--- src/rtl/multicycle_control.sv ---
// Multicycle datapath controller: Moore FSM sequencing fetch, decode,
// execute, memory and writeback for a small 4-bit-opcode ISA.
module multicycle_control (
    input  logic       clk,
    input  logic       reset,
    input  logic [3:0] opcode,
    input  logic       zero,
    input  logic       mem_ready,
    output logic       mem_req,
    output logic       mem_write,
    output logic       iord,
    output logic       ir_write,
    output logic       pc_en,
    output logic [1:0] pc_source,
    output logic       alu_src_a,
    output logic [1:0] alu_src_b,
    output logic [2:0] alu_control,
    output logic       reg_write,
    output logic       mem_to_reg,
    output logic       retire,
    output logic       illegal,
    output logic [3:0] state
);

    typedef enum logic [3:0] {
        FETCH    = 4'd0,
        DECODE   = 4'd1,
        EXEC_R   = 4'd2,
        EXEC_I   = 4'd3,
        MEMADDR  = 4'd4,
        MEMREAD  = 4'd5,
        MEMWB    = 4'd6,
        MEMWRITE = 4'd7,
        ALUWB    = 4'd8,
        BRANCH   = 4'd9,
        JUMP     = 4'd10
    } state_t;

    localparam logic [2:0] ALU_ADD = 3'b010;
    localparam logic [2:0] ALU_SUB = 3'b110;
    localparam logic [2:0] ALU_AND = 3'b000;

    state_t st;

    always_ff @(posedge clk) begin
        if (reset) begin
            st <= FETCH;
        end else begin
            case (st)
                FETCH:    if (mem_ready) st <= DECODE;
                DECODE: begin
                    case (opcode)
                        4'b0000, 4'b0010, 4'b0011: st <= EXEC_R;
                        4'b0001:                   st <= EXEC_I;
                        4'b0100, 4'b0101:          st <= MEMADDR;
                        4'b0110:                   st <= BRANCH;
                        4'b0111:                   st <= JUMP;
                        default:                   st <= FETCH;
                    endcase
                end
                EXEC_R:   st <= ALUWB;
                EXEC_I:   st <= ALUWB;
                MEMADDR:  st <= opcode[0] ? MEMWRITE : MEMREAD;
                MEMREAD:  if (mem_ready) st <= MEMWB;
                MEMWRITE: if (mem_ready) st <= FETCH;
                default:  st <= FETCH;
            endcase
        end
    end

    // Outputs decode from the current state; reset forces everything low.
    always_comb begin
        mem_req     = 1'b0;
        mem_write   = 1'b0;
        iord        = 1'b0;
        ir_write    = 1'b0;
        pc_en       = 1'b0;
        pc_source   = 2'b00;
        alu_src_a   = 1'b0;
        alu_src_b   = 2'b00;
        alu_control = 3'b000;
        reg_write   = 1'b0;
        mem_to_reg  = 1'b0;
        retire      = 1'b0;
        illegal     = 1'b0;
        if (!reset) begin
            case (st)
                FETCH: begin
                    alu_control = ALU_ADD;
                    mem_req     = 1'b1;
                    alu_src_b   = 2'b01;
                    ir_write    = mem_ready;
                    pc_en       = mem_ready;
                end
                DECODE: begin
                    alu_control = ALU_ADD;
                    alu_src_b   = 2'b10;
                    illegal     = opcode[3];
                    retire      = opcode[3];
                end
                EXEC_R: begin
                    alu_src_a = 1'b1;
                    case (opcode)
                        4'b0010: alu_control = ALU_SUB;
                        4'b0011: alu_control = ALU_AND;
                        default: alu_control = ALU_ADD;
                    endcase
                end
                EXEC_I, MEMADDR: begin
                    alu_control = ALU_ADD;
                    alu_src_a   = 1'b1;
                    alu_src_b   = 2'b10;
                end
                ALUWB: begin
                    alu_control = ALU_ADD;
                    reg_write   = 1'b1;
                    mem_to_reg  = 1'b1;
                    retire      = 1'b1;
                end
                MEMREAD: begin
                    alu_control = ALU_ADD;
                    mem_req     = 1'b1;
                    iord        = 1'b1;
                end
                MEMWB: begin
                    alu_control = ALU_ADD;
                    reg_write   = 1'b1;
                    retire      = 1'b1;
                end
                MEMWRITE: begin
                    alu_control = ALU_ADD;
                    mem_req     = 1'b1;
                    iord        = 1'b1;
                    mem_write   = 1'b1;
                    retire      = mem_ready;
                end
                BRANCH: begin
                    alu_control = ALU_SUB;
                    alu_src_a   = 1'b1;
                    pc_source   = 2'b01;
                    pc_en       = ~zero;
                    retire      = 1'b1;
                end
                JUMP: begin
                    alu_control = ALU_ADD;
                    pc_source   = 2'b10;
                    pc_en       = 1'b1;
                    retire      = 1'b1;
                end
                default: ;
            endcase
        end
    end

    assign state = reset ? 4'd0 : st;

endmodule

--- config.mk ---
export PLATFORM = sky130hd
export DESIGN_NAME = multicycle_control
export DESIGN_NICKNAME = d
export VERILOG_FILES = /design/src/rtl/multicycle_control.sv
export SDC_FILE = /design/constraint.sdc
export NUM_CORES = 1
export LEC_CHECK = 0
export CAP_MARGIN = 20
export CORE_MARGIN = 2
export CORE_UTILIZATION = 25
export DETAILED_ROUTE_END_ITERATION = 12
export SLEW_MARGIN = 20
export SYNTH_ARGS = -nofsm -noshare
export SYNTH_HDL_FRONTEND = slang
export SYNTH_SLANG_ARGS = --single-unit
--- constraint.sdc ---
create_clock -name clk -period 1.95 [get_ports clk]
set_clock_uncertainty 0.05 [all_clocks]
set_input_delay 0.585 -clock clk [delete_from_list [all_inputs] [get_ports clk]]
set_output_delay 0.585 -clock clk [all_outputs]
set_load 0.005 [all_outputs]
==> results by group <==
Power and ir drop
  – Sw Share: 34.6%
  – Switching power: 162 uW
  – Power Density: 322 nW/um2
  – Worst vdd ir: 0.233 mV
  – Sequential share of power: 19.6%
  – Clock Power Share: 21.7%
  – P_leak: 0.000679 uW
  – Total power: 469 uW
  – Internal power: 307 uW
  – Comb pwr share: 58.7%

Die
  – # IOs: 29
  – Starting density of the core: 26.4%
  – Site Rows: 18
  – Die Span X: 55.1 um
  – Die area: 3040 um2
  – Core area: 2480 um2
  – Die Height: 55.1 um

Clock tree
  – TritonCTS clock tree: yes
  – Clock Tree Buf Depth: 2
  – Root buf cell: clkbuf_4
  – Clock Latency Late Sink: 0.24 ns
  – Clock tree sinks: 4
  – Reg clk slew, reported paths: 0.04 ns
  – H-tree Lvls: 1
  – Total CTS buffers: 3

Setup path
  – Slowest cell delay on critical path: 0.36 ns
  – Startpoint Class: flop
  – CP Cell Sequence: buf_6 > nor4_4 > nand4b_1 > a21oi_1 > buf_2
  – Crit. Startpoint: st[0]
  – RR Startpoint: st[2]
  – CP endpoint kind: output pin
  – Setup CP Type: reg2out
  – CP required: 1.31 ns
  – Max stage delay cell, worst path: dfxtp_4
  – Critical Path Fanout Max: 6
  – Worst Path Arrival: 1.42 ns

Min path
  – Worst hold start: st[3]
  – Min-Delay Path Class: reg2reg

Yosys
  – Syn nets: 99
  – Register bit count reported by yosys: 4
  – Compound-Gate Fraction of Synth Area: 25.5%
  – Post-synth EDFFs: 0
  – Library cells used by synthesis: 39
  – Post-Synth XOR/XNOR Area: 0%
  – Synthesized cell area: 653 um2
  – Adder-Cell Fraction of Synth Area: 0%
  – Post-synth ARST share: 0%
  – Syn Inst Count: 91
  – Post-synthesis mux area share: 1.53%
  – Simple-gate area share of the yosys netlist: 45.8%
  – Largest family of logic cells by synthesized area: simple AND/OR/NAND/NOR gates
  – Warnings, synthesis: 0
  – Seq/Total Area, Yosys: 12.3%
  – Prevailing post-synth register cell: dfxtp_1
  – Post-Syn Area per Cell: 7.18 um2

Route
  – Via-to-Cell Ratio: 4.92
  – Initial DRC count: 13
  – Pre-antenna DRT Iters: 4
  – Vias after detailed routing: 925
  – Wirelength per Cell: 13.9 um
  – Post-DRT Antenna Nets: 0
  – Remaining DRCs: 0
  – Total Wirelength: 2.62 mm

Flow run
  – Max-cap violations: 0

STA
  – Period minus WS final: 2.06 ns
  – Tcrit/Tclk final: 106%
  – Worst setup margin: -0.107 ns
  – Hold Fails Final Rpt: 0
  – Fin. max-slew vios: 0
  – RSZ-0062 raised after global routing: true
  – Peak Freq: 486 MHz
  – Setup violators final: 8

Layout
  – Layout Area Growth over Synthesis: 123%
  – Diode count: 0
  – Largest Register: st
  – Layout cells sized above 1: 69.6%
  – Nets: 168
  – Largest regs: st x4
  – Max reg flops: 4
  – Commonest non-fill, non-tap cell in the layout: buf_4
  – Commonest non-fill, non-tap cells in the layout: buf_4 (31), buf_6 (15), buf_2 (13)
  – Finished Layout Cells: 188

Place
  – Detailed placement HPWL: 1.58 mm
  – Final Wtd Congestion: 0.805
  – DP Cell Count: 169
  – Port bufs: 27

Global route
  – M3 GR Usage: 1.34%
  – First-pass GRT wire length: 4.09 mm
  – Total GRT Usage: 18.7%
  – Total gr overflow: 0
  – Met2 Use GR: 37.9%
  – Most used routing layer in global routing: met2
  – Antenna violations before repair: 0
  – Vias in the first global route: 898
  – Pin count of the biggest net entering global routing: 10
  – Met1 Track Usage GR: 21.6%

Outcome
  – Failing checks: negative setup slack
  – Status: finished with violations
[layout make-up]
cell class | instances | area, um2
Fill cell | 225 | 1020
Tap cell | 30 | 37.5
Multi-Input combinational cell | 74 | 639
Clock buffer | 3 | 22.5
Timing Repair Buffer | 72 | 648
Sequential cell | 4 | 91.3
Inverter | 5 | 18.8
[Yosys cell counts (3+ instances only)]
library cell	count	area (um2)
dfxtp_1	4	80.1
nand2_1	9	33.8
a21oi_1	6	30.0
buf_6	5	56.3
nor3_1	8	40.0
o21ai_0	3	15.0
nor2_1	12	45.0
inv_1	4	15.0
nor2b_1	4	25.0
[cell families after synthesis]
kind of cell	Yosys count
buffers and inverters	13
DFF	4
AOI/OAI and AO/OA	22
muxes	1
other	1
and+or+nand+nor	50
[routing by layer]
layer	up-vias	wire, um
met1	429	1040
met2	34	1410
met3	2	156
met4	0	18
met5	-	0
li1	460	-
[critical path: cells and delay by family, from the launching register on]
kind	cells	cell delay (ns)
AO/OA/AOI/OAI	1	0.14
buffers and inverters	2	0.26
flip-flops	1	0.36
AND/OR/NAND/NOR	2	0.43
[through the flow]
step | TNS (ns) | utilization (%) | area [um2] | worst slack, ns | hold WS (ns)
5_1_grt | -1.03 | 58.8 | 1460 | -0.158 | 0.583
3_5_place_dp | -14.72 | 44.5 | 1100 | -1.03 | 0.587
4_1_cts | -0.440 | 54.6 | 1350 | -0.134 | 0.547
3_3_place_gp | -14.36 | 44.5 | 1100 | -0.951 | 0.598
2_1_floorplan | 0 | - | 653 | 0.159 | 0.603
6_report | -0.420 | 58.8 | 1460 | -0.107 | 0.562
[path summary, 6_finish.rpt]
check	to	slack, ns	cells past startpoint
max	alu_control[2]	-0.11	5
min	st[2]	0.56	2
max reg2reg	st[1]	0.46	6
min reg2reg	st[2]	0.56	2
[power by group through the flow]
stage | registers (uW) | logic (uW) | clock network, uW
final | 92.1 | 276 | 102
after global routing | 92.4 | 296 | 108
after CTS | 93.0 | 241 | 105
after detailed placement | 97.1 | 193 | 0
after global placement | 96.9 | 191 | 0
after floorplan | 92.0 | 96.9 | 0
[repair_timing]
item,4_1_cts,5_1_grt
gates cloned,1,0
setup endpoints to repair,20,18
pin swaps,23,12
gates resized for setup,125,28
setup buffers,14,3
hold buffers,0,0
Note: power is estimated with default switching activity, not from simulation.
